`src/rtl/beezip_sched_pkg.sv`:
```
// Shared types and helpers for the bitmap issue scheduler.
package beezip_sched_pkg;

    // Largest bitmap width the scheduler is built for.
    localparam int MAX_W = 64;

    // Scheduler FSM states.
    typedef enum logic {
        IDLE  = 1'b0,
        ISSUE = 1'b1
    } sched_state_e;

    // Index width for a W-bit bitmap.
    function automatic int idx_width(input int w);
        return (w > 1) ? $clog2(w) : 1;
    endfunction

    // Binary encode a one-hot vector. OR-ing the set positions is enough
    // because at most one bit is set; an all-zero vector encodes to 0.
    function automatic logic [5:0] onehot_to_idx(input logic [MAX_W-1:0] onehot);
        logic [5:0] idx;
        idx = '0;
        for (int i = 0; i < MAX_W; i++) begin
            if (onehot[i]) begin
                idx = idx | 6'(i);
            end
        end
        return idx;
    endfunction

endpackage

```
`src/rtl/priority_selector.sv`:
```
// Lowest-index-first one-hot selector: grants the least significant set bit.
module priority_selector #(
    parameter int W = 16
) (
    input  logic [W-1:0] input_vec,
    output logic [W-1:0] grant
);

    // Each bit wins only when no lower-index request is present.
    generate
        for (genvar gi = 0; gi < W; gi++) begin : g_grant
            localparam logic [W-1:0] BELOW = (W'(1) << gi) - W'(1);
            assign grant[gi] = input_vec[gi] & ~(|(input_vec & BELOW));
        end
    endgenerate

endmodule

```
`src/rtl/bitmap_issue_scheduler.sv`:
```
// Serialises a request bitmap into a valid/ready stream of one-hot grants,
// lowest index first, tagged with the job id and marked on the last beat.
module bitmap_issue_scheduler
    import beezip_sched_pkg::*;
#(
    parameter  int W     = 16,
    parameter  int TAG_W = 8,
    localparam int IDX_W = idx_width(W)
) (
    input  logic             clk,
    input  logic             rst_n,
    input  logic             in_valid,
    output logic             in_ready,
    input  logic [W-1:0]     in_bitmap,
    input  logic [TAG_W-1:0] in_tag,
    input  logic             flush,
    output logic             out_valid,
    input  logic             out_ready,
    output logic [W-1:0]     out_onehot,
    output logic [IDX_W-1:0] out_idx,
    output logic [TAG_W-1:0] out_tag,
    output logic [IDX_W:0]   out_seq,
    output logic             out_last
);

    sched_state_e     state_reg, state_next;
    logic [W-1:0]     pending_reg, pending_next;
    logic [TAG_W-1:0] tag_reg, tag_next;
    logic [IDX_W:0]   seq_reg, seq_next;
    logic [W-1:0]     grant;
    logic             beat_last;
    logic             load_job;

    priority_selector #(.W(W)) u_priority_selector (
        .input_vec (pending_reg),
        .grant     (grant)
    );

    // The current grant is the final one when nothing else stays pending.
    // An empty job therefore yields a single all-zero last beat.
    assign beat_last = ((pending_reg & ~grant) == '0);

    // State register.
    always_ff @(posedge clk or negedge rst_n) begin
        if (!rst_n) begin
            state_reg <= IDLE;
        end else begin
            state_reg <= state_next;
        end
    end

    // Job context registers: remaining requests, tag and beat counter.
    always_ff @(posedge clk or negedge rst_n) begin
        if (!rst_n) begin
            pending_reg <= '0;
            tag_reg     <= '0;
            seq_reg     <= '0;
        end else begin
            pending_reg <= pending_next;
            tag_reg     <= tag_next;
            seq_reg     <= seq_next;
        end
    end

    // Next-state and job context update; flush wins over any beat or reload.
    always_comb begin
        state_next   = state_reg;
        pending_next = pending_reg;
        tag_next     = tag_reg;
        seq_next     = seq_reg;
        load_job     = 1'b0;
        case (state_reg)
            IDLE: begin
                if (in_valid) begin
                    load_job   = 1'b1;
                    state_next = ISSUE;
                end
            end
            ISSUE: begin
                if (flush) begin
                    state_next   = IDLE;
                    pending_next = '0;
                end else if (out_ready) begin
                    if (!beat_last) begin
                        pending_next = pending_reg & ~grant;
                        seq_next     = seq_reg + 1'b1;
                    end else if (in_valid) begin
                        // Back-to-back job: reload while staying in ISSUE.
                        load_job = 1'b1;
                    end else begin
                        state_next = IDLE;
                    end
                end
            end
            default: state_next = IDLE;
        endcase
        if (load_job) begin
            pending_next = in_bitmap;
            tag_next     = in_tag;
            seq_next     = '0;
        end
    end

    // Stream outputs from registered state; in_ready opens on the last beat.
    always_comb begin
        out_valid  = 1'b0;
        in_ready   = 1'b0;
        out_onehot = '0;
        out_idx    = '0;
        out_last   = 1'b0;
        case (state_reg)
            IDLE: begin
                in_ready = 1'b1;
            end
            ISSUE: begin
                out_valid  = 1'b1;
                out_onehot = grant;
                out_idx    = IDX_W'(onehot_to_idx(MAX_W'(grant)));
                out_last   = beat_last;
                in_ready   = !flush && out_ready && beat_last;
            end
            default: begin
                out_valid = 1'b0;
            end
        endcase
    end

    assign out_tag = tag_reg;
    assign out_seq = seq_reg;

endmodule

```
`config.mk`:
```
export PLATFORM = sky130hd
export DESIGN_NAME = bitmap_issue_scheduler
export DESIGN_NICKNAME = d
export VERILOG_FILES = /design/src/rtl/beezip_sched_pkg.sv /design/src/rtl/priority_selector.sv /design/src/rtl/bitmap_issue_scheduler.sv
export SDC_FILE = /design/constraint.sdc
export NUM_CORES = 1
export LEC_CHECK = 0
export CAP_MARGIN = 40
export CORE_MARGIN = 3
export CORE_UTILIZATION = 45
export DETAILED_ROUTE_END_ITERATION = 7
export HOLD_SLACK_MARGIN = 0.08
export PLACE_DENSITY = 0.87
export SLEW_MARGIN = 20
export SYNTH_ARGS = -nofsm -noshare
export SYNTH_HDL_FRONTEND = slang
export SYNTH_SLANG_ARGS = --single-unit
```
`constraint.sdc`:
```
create_clock -name clk -period 3.29 [get_ports clk]
set_input_delay 0.8225 -clock clk [delete_from_list [all_inputs] [get_ports clk]]
set_output_delay 0.8225 -clock clk [all_outputs]
set_load 0.005 [all_outputs]
```
==> results_dict.tcl <==
set metrics [dict create \
    status "complete, no violations" \
    setup_tns_ps 0 \
    ir_worst_vdd_uv 544.7 \
    cp_max_fo 4 \
    coreArea_sq_um 4086 \
    final_cell_mix "57 x clkdlybuf4s50_1, 30 x buf_4, 28 x nor2_1, 28 x dfrtp_1" \
    power.switching_mw 1.399 \
    critical_path_arrival_ps 2430 \
    rows 23 \
    required_ps 2470 \
    die_y_microns 71.69 \
    avgSynthCellArea_sq_um 8.827 \
    hold_path.class "register to register" \
    drtAntennaViolNets 0 \
    h-tree-depth 2 \
    power_frac_clock_pct 11.8 \
    synthesis.nets 250 \
    drive_gt1_share_pct 22.80 \
    clock-root-buffer "clkbuf_8" \
    die_w_microns 71.69 \
    finalNetCount 336 \
    insertion_delay_ps 290 \
    power.share.combinational_pct 63.3 \
    ys_seq_area_share_pct 38.66 \
    fin_crit_ps 3250 \
    dp_hpwl_microns 4116 \
    multi_input_area_sq_um 1214 \
    ys.flop_type "dfrtp_1" \
    leakage_nw 1.311 \
    antenna_found_initial 0 \
    sequentialPowerShare_pct 24.9 \
    gp_congestion 0.8695 \
    place_area_sq_um 2750 \
    final-setup-viol-count 0 \
    intPower_mw 1.743 \
    clockBufferDepth 2 \
    clock.fmax_mhz 307.7 \
    drtIter0Drc 178 \
    grt.overflow.total 0 \
    syn_area_sq_um 1942 \
    cts_inserted_buffers 5 \
    seqCellArea_sq_um 753.2 \
    finalHoldViolations 0 \
    largest_reg_flops 16 \
    cap_viol_max_count 0 \
    initial_core_util_pct 47.52 \
    grt_usage_pct 24.96 \
    yosysWarnings 0 \
    crit_path_start_kind "register" \
    grt_max_degree 41 \
    synth_cell_type_count 46 \
    synthArstFlopShare_pct 100.0 \
    synth_cells 220 \
    clk_pin_slew_worst_paths_ps 70 \
    p_per_area_nw_per_um2 1038 \
    period_share_pct 98.78 \
    end_kind "primary output" \
    path_class "register to primary output" \
    cts_tree "built" \
    final_common_cell "clkdlybuf4s50_1" \
    drc 0 \
    rsz0062_at_grt "true" \
    areaGrowthSynthToFinish_pct 55.86 \
    fill_cells 315 \
    final_max_slew_viol_count 0 \
    worst_pin_slew_ps 496.4 \
    cts.sinks 30 \
    vias_per_cell 6.129 \
    drt-total-wl_microns 6451 \
    synth-seq-cells 30 \
    io_pins 65 \
    io_buffer_count 64 \
    drtPass1Iterations 4 \
    grt_pass1_vias 2161 \
    wl_per_cell_microns 18.07 \
    swShare_pct 44.53 \
    routed-via-count 2188 \
    clock-skew-final_ps 4.088 \
    dieArea_sq_um 5139 \
    grt_pass1_wl_microns 10210 \
    max-slew-margin-rel_pct 66.91 \
    diodes 0 \
    synth_edf_count 0 \
    final_area_sq_um 3027 \
]
## cell usage after synthesis, types with 3 or more instances
cell type	n	area, sq um
nand2b_1	4	25.02
o31ai_1	15	112.6
nand3_1	6	30.03
clkbuf_1	10	37.54
a211oi_1	5	37.54
nor2_1	29	108.9
buf_4	3	22.52
o21ai_0	7	35.03
and3_1	8	50.05
mux2_1	8	90.09
inv_1	4	15.01
nand2_1	17	63.81
a22o_1	15	131.4
buf_2	4	20.02
nor3_1	11	55.05
dfrtp_1	30	750.7
a21oi_1	7	35.03
## stage by stage
| step | hold slack, ps | setup slack (ps) | instances | power, mW | util [%] |
|---|---|---|---|---|---|
| 3_5_place_dp | 474.9 | -80.18 | 340 | 2.421 | 67.30 |
| 6_report | 486.0 | 40.14 | 357 | 3.142 | 74.07 |
| 2_1_floorplan | 482.8 | 552.3 | 220 | 1.676 | - |
| 4_1_cts | 489.8 | -71.82 | 352 | 2.956 | 72.44 |
| 3_3_place_gp | 465.9 | 31.42 | 340 | 2.381 | 67.30 |
| 5_1_grt | 503.3 | -104.3 | 357 | 3.348 | 74.07 |
## power by group through the flow
stage          logic (mW)  registers (mW)  clock network (mW)
3_3_place_gp         1.67           0.711                   0
2_1_floorplan        1.02           0.660                   0
3_5_place_dp         1.70           0.726                   0
5_1_grt              2.15           0.806               0.388
4_1_cts              1.83           0.751               0.374
6_report             1.99           0.782               0.371
## final cells by class
type / instances / area share (%)
inverters: 5 / 0.6201
repair buffers: 96 / 28.73
flip-flops and latches: 30 / 24.89
multi-input cells: 168 / 40.10
clock buffers: 5 / 2.274
clock inverters: 3 / 1.323
well taps: 50 / 2.067
## worst max-delay path, cell delays in order, from the launching register on
cell,delay [ps]
dfrtp_1,420
nor4_4,390
nand4b_1,250
buf_4,220
buf_6,120
nor3_4,180
nand2_2,100
o2111ai_2,110
a21oi_2,70
o21bai_1,150
buf_2,130
## kinds of logic after synthesis
family          share of synthesized area, %
fa+ha+maj                             0.6442
buf+inv                                5.090
flops                                  38.66
mux                                    5.155
simple gates                           23.97
xor+xnor                              0.9022
compound gates                         25.58
## path summary, 6_finish.rpt
path | start | endpoint | slack [ps] | cells past startpoint
max in group asynchronous | rst_n | pending_reg[5] | 2050 | 2
min reg2reg | out_tag[3] | out_tag[3] | 490 | 1
min | out_tag[3] | out_tag[3] | 490 | 1
max | pending_reg[1] | out_idx[1] | 40 | 10
max reg2reg | pending_reg[1] | out_tag[5] | 470 | 9
min in group asynchronous | rst_n | pending_reg[0] | 920 | 2
## layer usage
metal | wire, microns | vias to the layer above | global-route usage (%)
met5 | 0 | - | 0
met4 | 178 | 0 | 8.768
met3 | 551 | 23 | 5.750
met2 | 3077 | 109 | 39.90
met1 | 2643 | 1064 | 33.24
li1 | - | 992 | -
## timing repair
| item | in CTS | in global routing |
|---|---|---|
| pin swaps | 4 | 11 |
| gates cloned | 0 | 0 |
| setup buffers | 4 | 5 |
| hold buffers | 0 | 0 |
| resized for setup | 25 | 20 |
| setup endpoints to repair | 8 | 12 |
Note: power is estimated with default switching activity, not from simulation.
==> patch 1: new RTL, config.mk and constraints unchanged <==
Change the parameter `TAG_W` from 8 to 12.
--- a/src/rtl/bitmap_issue_scheduler.sv
+++ b/src/rtl/bitmap_issue_scheduler.sv
@@ -5,5 +5,5 @@
 #(
     parameter  int W     = 16,
-    parameter  int TAG_W = 8,
+    parameter  int TAG_W = 12,
     localparam int IDX_W = idx_width(W)
 ) (
Interface: changed (resized in_tag and out_tag); port bits go from 65 to 73. The function was not compared with the original's and may differ.
==> patch 1 against the original RTL <==
Critical path depth fell by 4; setup slack got worse by 0.036 ns; final area rose by 4.8%; area after synthesis rose by 8.2%; sequential cell count rose by 4; total power fell by 4.6%; routed wire length fell by 2.2%; hold slack got worse by 0.0045 ns; critical path type unchanged; critical endpoint unchanged; largest cell class unchanged.
==> patch 1: results (changes against the original RTL) <==
[status]
status=finished, final reports clean

[placed_design]
placement.io_buffers=72  ; +13%
dpl-instance-area_um2=3029  ; +10%
detailed_place_hpwl_um=4446  ; +8.0%
gpl_wtd_cong=0.9307  ; +7.0%
preCtsSetupSlack_ns=0.07529  ; +0.1555 ns

[synthesis]
yosys_warnings=0  ; unchanged
synth.mux.area_fraction_pct=8.036  ; +2.9 points
distinct_cells_synth=50  ; +8.7%
post_synth_xor_area_fraction_pct=0  ; -0.90 points
synth_compound_area_share_pct=24.35  ; -1.2 points
synthesis.nets=253  ; +1.2%
ys_top_cells_by_area=sky130_fd_sc_hd__dfrtp_1 40%, sky130_fd_sc_hd__mux2_1 7.0%, sky130_fd_sc_hd__a221o_1 6.2%
yosys.area_share.adder_pct=0.5952  ; -0.049 points
synth_commonest_cells=34 x sky130_fd_sc_hd__dfrtp_1, 18 x sky130_fd_sc_hd__nor2_1, 14 x sky130_fd_sc_hd__inv_1, 14 x sky130_fd_sc_hd__nand2_1
seq_area_frac_synth_pct=40.48  ; +1.8 points

[cells_and_area]
num-nets-final=344  ; +2.4%
fillcell_total=367  ; +17%
post_route_cells_drive_above_1_share_pct=18.06  ; -4.7 points
diodes=0  ; unchanged

[sta]
fin_skew_ns=0.01106  ; +0.006970 ns
relSlewSlack_pct=59.01  ; -7.9 points

[worst_hold_path]
worst_hold_path.num_cells=1  ; unchanged
min_path_type=flop to flop

[clock_network]
worstSkewPairLatency_ns=0.29  ; about the same
ctsHtreeMaxLevel=2  ; unchanged
number_of_buffers_created_by_cts=5  ; unchanged
post_cts_clock_slew_at_the_launch_and_capture_registers_of_the_worst_setup_and_hold_paths_ns=0.06

[grt]
global_route_usage_over_all_layers_pct=23.69  ; -1.3 points
grt_start_max_net_pins=35  ; -15%
vias_in_the_first_global_route=2095  ; -3.1%
grt_first_pass_wirelength_um=9949  ; -2.6%

[pwr]
power.ir.vdd_worst_uv=457.2  ; -16%
p_leak_nw=1.407  ; +7.3%

[drt]
initialDrtViolationCount=181  ; +1.7%
first_pass_iters=5  ; +1
routed_wirelength_um=6310  ; -2.2%
avgViaCountPerCell=6.099  ; -0.48%

[worst_setup_path]
path_max_fanout=5  ; +1
path_delay_family=simple AND/OR/NAND/NOR gates
worst-endpoint-arrival_ns=2.46  ; +0.03 ns
cell_with_the_largest_stage_delay_on_the_worst_path=sky130_fd_sc_hd__clkdlybuf4s50_1
critPathMaxStageDelay_ns=0.51  ; +0.09 ns

## patch 1: changes by cell type after synthesis, moves of 5 or more
cell                      change
sky130_fd_sc_hd__nor3_1       -6
sky130_fd_sc_hd__o31ai_1     -13
sky130_fd_sc_hd__nand3_1      -6
sky130_fd_sc_hd__mux2_1       +5
sky130_fd_sc_hd__a22o_1      -13
sky130_fd_sc_hd__a221o_1     +13
sky130_fd_sc_hd__nor4_1       +9
sky130_fd_sc_hd__inv_1       +10
sky130_fd_sc_hd__nor2_1      -11
## patch 1: worst paths after layout
| check | startpoint | end | slack (ns) |
|---|---|---|---|
| worst max-delay path | pending_reg[5] | out_idx[1] | 0.004 |
| worst min-delay path | out_tag[7] | out_tag[7] | 0.48 |
| worst max register to register | pending_reg[8] | pending_reg[2] | 0.37 |
| worst min register to register | out_tag[7] | out_tag[7] | 0.48 |
| max in group asynchronous | rst_n | pending_reg[5] | 2.01 |
| min in group asynchronous | rst_n | pending_reg[7] | 0.94 |
## patch 1: layout make-up
class | instances | area (µm²) | area share [%]
Clock inverter | 1 | 7.507 | 0.2367
Tap cell | 52 | 65.06 | 2.051
Sequential cell | 34 | 852.1 | 26.86
Clock buffer | 6 | 72.57 | 2.288
Timing Repair Buffer | 104 | 978.4 | 30.85
Inverter | 15 | 56.30 | 1.775
Multi-Input combinational cell | 150 | 1140 | 35.94
## patch 1: metrics by stage
stage / total power, mW / std cells / util [%] / hold WS, ns
after floorplan: 1.710 / 219 / - / 0.4828
after global placement: 2.517 / 354 / 68.16 / 0.4671
after detailed placement: 2.565 / 354 / 68.16 / 0.4757
after CTS: 2.908 / 361 / 70.33 / 0.4888
after global routing: 3.193 / 362 / 71.37 / 0.5088
final: 2.996 / 362 / 71.37 / 0.4815
## patch 1: what timing repair did
item	CTS	global route
buffers inserted	0	1
cloned	0	0
resized for setup	4	12
pin swaps	1	1
setup endpoints to repair	7	8
## patch 1: cells by family (layout without fill, tap and decap cells)
logic type,Yosys count,count (layout)
mux,15,15
fa+ha+maj,1,1
flops,34,34
simple gates,74,74
compound gates,60,60
buf+inv,35,126
## patch 1: power breakdown
group / total (mW) / internal (mW) / switching, mW
clock: 0.296 / 0.145 / 0.151
sequential: 0.764 / 0.598 / 0.167
combinational: 1.94 / 1.00 / 0.936
total: 3.00 / 1.74 / 1.25
## patch 1: metal layers
metal	part of all wire, %	global-route usage, %	vias up
li1	-	-	1003
met1	41	28.84	1076
met2	49	41.04	115
met3	8.1	6.216	14
met4	1.8	7.510	0
met5	0	0	-
==> patch 2: new RTL, same flow settings <==
Made on the original files. Make the reset (`rst_n`) synchronous in 2 clocked blocks.
--- a/src/rtl/bitmap_issue_scheduler.sv
+++ b/src/rtl/bitmap_issue_scheduler.sv
@@ -42,5 +42,5 @@
 
     // State register.
-    always_ff @(posedge clk or negedge rst_n) begin
+    always_ff @(posedge clk) begin
         if (!rst_n) begin
             state_reg <= IDLE;
@@ -51,5 +51,5 @@
 
     // Job context registers: remaining requests, tag and beat counter.
-    always_ff @(posedge clk or negedge rst_n) begin
+    always_ff @(posedge clk) begin
         if (!rst_n) begin
             pending_reg <= '0;
Function: differs if rst_n is asserted again (counterexample within 4 cycles, from zero or initial values and one cycle with rst_n low); with rst_n held inactive, the same outputs for 4 cycles.
==> patch 2 against the original RTL <==
The flow now finishes with violations (negative setup slack); setup slack lost 0.16 ns; sequential cell count unchanged; area after synthesis down 0.19%; routed wire length decreased by 2.1%; first-iteration DRC count up 43%; clock skew rose by 0.0053 ns; count of clock-buffer cells in the layout is 1 higher; final area is 1.2% lower; critical path type unchanged.
Power is not compared: it rests on default switching activity, and its combinational part moved more than twofold at a synthesized area within 25%.
==> patch 2: results (changes against the original RTL) <==
[synthesis]
synthesis.nets=263  ; +5.2%
seq_area_frac_synth_pct=30.99  ; -7.7 points
synth_commonest_cells=30 x sky130_fd_sc_hd__dfxtp_1, 29 x sky130_fd_sc_hd__nor2_1, 18 x sky130_fd_sc_hd__nand2_1, 12 x sky130_fd_sc_hd__a221o_1, 12 x sky130_fd_sc_hd__nor3_1
distinct_cells_synth=48  ; +4.3%
syn_area_per_cell_um2=8.318  ; -5.8%
yosys_most_used_dff=sky130_fd_sc_hd__dfxtp_1
ys_top_cells_by_area=sky130_fd_sc_hd__dfxtp_1 31%, sky130_fd_sc_hd__a221o_1 6.2%, sky130_fd_sc_hd__nor2_1 5.6%
synth_async_sr_flop_share_pct=0  ; -100 points

[worst_setup_path]
critical_path.startpoint=pending_reg[4]
cell_with_the_largest_stage_delay_on_the_worst_path=sky130_fd_sc_hd__or4_4
crit_path_end=in_ready
r2r.worst_path.cells=10  ; +1
path_delay_family=compound AO/OA/AOI/OAI gates
path_max_fanout=4  ; unchanged
critPathMaxStageDelay_ns=0.59  ; +0.17 ns
ff2ff_setup_slack_ns=0.16  ; -0.31 ns
worst-endpoint-arrival_ns=2.59  ; +0.16 ns
crit-reg2reg-capture=pending_reg[4]

[cells_and_area]
diodes=0  ; unchanged
fillcell_total=319  ; +1.3%
flip_flop_count_of_the_largest_register_all_copies_and_words_added=16  ; unchanged
number_of_standard_cells_in_the_layout_taps_in_and_fillers_out=368  ; +3.1%
num-nets-final=348  ; +3.6%
post_route_cells_drive_above_1_share_pct=22.33  ; -0.47 points

[worst_hold_path]
min_to=out_tag[6]
worst_hold_path.num_cells=2  ; +1
worst_hold_startpoint=out_tag[6]

[clock_network]
maximum_count_of_clock_buffers_along_a_single_path=2  ; unchanged
cts.root.buffer_cell=sky130_fd_sc_hd__clkbuf_8
ctsHtreeMaxLevel=2  ; unchanged

[sta]
max_slew.worst_pin.slew_ns=0.5595  ; +0.06318 ns
final.setup.tns_ns=-0.1545  ; -0.1545 ns
finalWorstSetupSlack_ns=-0.1246  ; -0.1648 ns
worst_hold_slack_ns=0.5030  ; +0.01698 ns
report.final.setup_viol=3  ; +3
fin_skew_ns=0.009409  ; +0.005321 ns

[grt]
grt_start_max_net_pins=27  ; -34%
global_route_usage_over_all_layers_pct=25.22  ; +0.26 points
globalRouteMet2Util_pct=41.02  ; +1.1 points
vias_in_the_first_global_route=2055  ; -4.9%
globalRouteMet3Util_pct=5.330  ; -0.42 points
grtUsageMet1_pct=33.10  ; -0.14 points
grt_first_pass_wirelength_um=10230  ; +0.20%

[drt]
initialDrtViolationCount=254  ; +43%
avgViaCountPerCell=5.986  ; -2.3%
first_pass_iters=5  ; +1
routedWlPerCell_um=17.16  ; -5.0%
drtAntennaViolNets=0  ; unchanged

[placed_design]
dpl-instance-area_um2=2735  ; -0.55%
detailed_place_hpwl_um=4399  ; +6.9%
placedCellCount=359  ; +5.6%
preCtsSetupSlack_ns=-0.1724  ; -0.09217 ns
gpl_wtd_cong=0.9469  ; +8.9%
placement.io_buffers=64  ; unchanged

[status]
status=finished, violations left
violations_in_the_final_reports=negative setup slack

[patch 2: cell types whose count changed after synthesis, moves of 4 or more]
cell,delta
sky130_fd_sc_hd__a22o_1,-15
sky130_fd_sc_hd__buf_6,+4
sky130_fd_sc_hd__nor4_1,+5
sky130_fd_sc_hd__xnor2_1,+4
sky130_fd_sc_hd__a221o_1,+12
sky130_fd_sc_hd__o31ai_1,-14
sky130_fd_sc_hd__dfxtp_1,+30
sky130_fd_sc_hd__mux2i_1,+7
sky130_fd_sc_hd__a21oi_1,+4
sky130_fd_sc_hd__nor4b_1,+5
sky130_fd_sc_hd__mux2_1,-7
sky130_fd_sc_hd__dfrtp_1,-30
[patch 2: final cells by class]
class | instances | share of cell area [%]
timing repair buffer | 97 | 29.36
clock buffer | 6 | 2.760
tap | 50 | 2.091
inverter | 6 | 0.7528
sequential | 30 | 20.12
clock inverter | 1 | 1.004
multi-input combinational | 178 | 43.91
[patch 2: kinds of logic after synthesis]
logic type,count (synthesis),synth area share [%]
and+or+nand+nor,108,29.44
AOI/OAI and AO/OA,56,24.08
DFF,30,30.99
buffers and inverters,25,8.328
muxes,9,4.713
xor gates and xnor gates,4,1.807
adders and majority gates,1,0.6455
[patch 2: report_power, final]
| part | total (mW) | internal, mW | switching, mW |
|---|---|---|---|
| combinational | 0.592 | 0.282 | 0.310 |
| clock | 0.381 | 0.242 | 0.139 |
| sequential | 0.417 | 0.394 | 0.0230 |
[patch 2: per-layer routing]
metal	vias up	share of wire (%)
li1	1038	-
met1	1039	41
met2	116	49
met3	10	7.6
met4	0	1.9
met5	-	0
[patch 2: timing repair]
item | in CTS | in global routing
cloned | 0 | 0
pin swaps | 7 | 4
setup endpoints to repair | 8 | 7
gates resized for setup | 25 | 10
setup buffers | 2 | 0
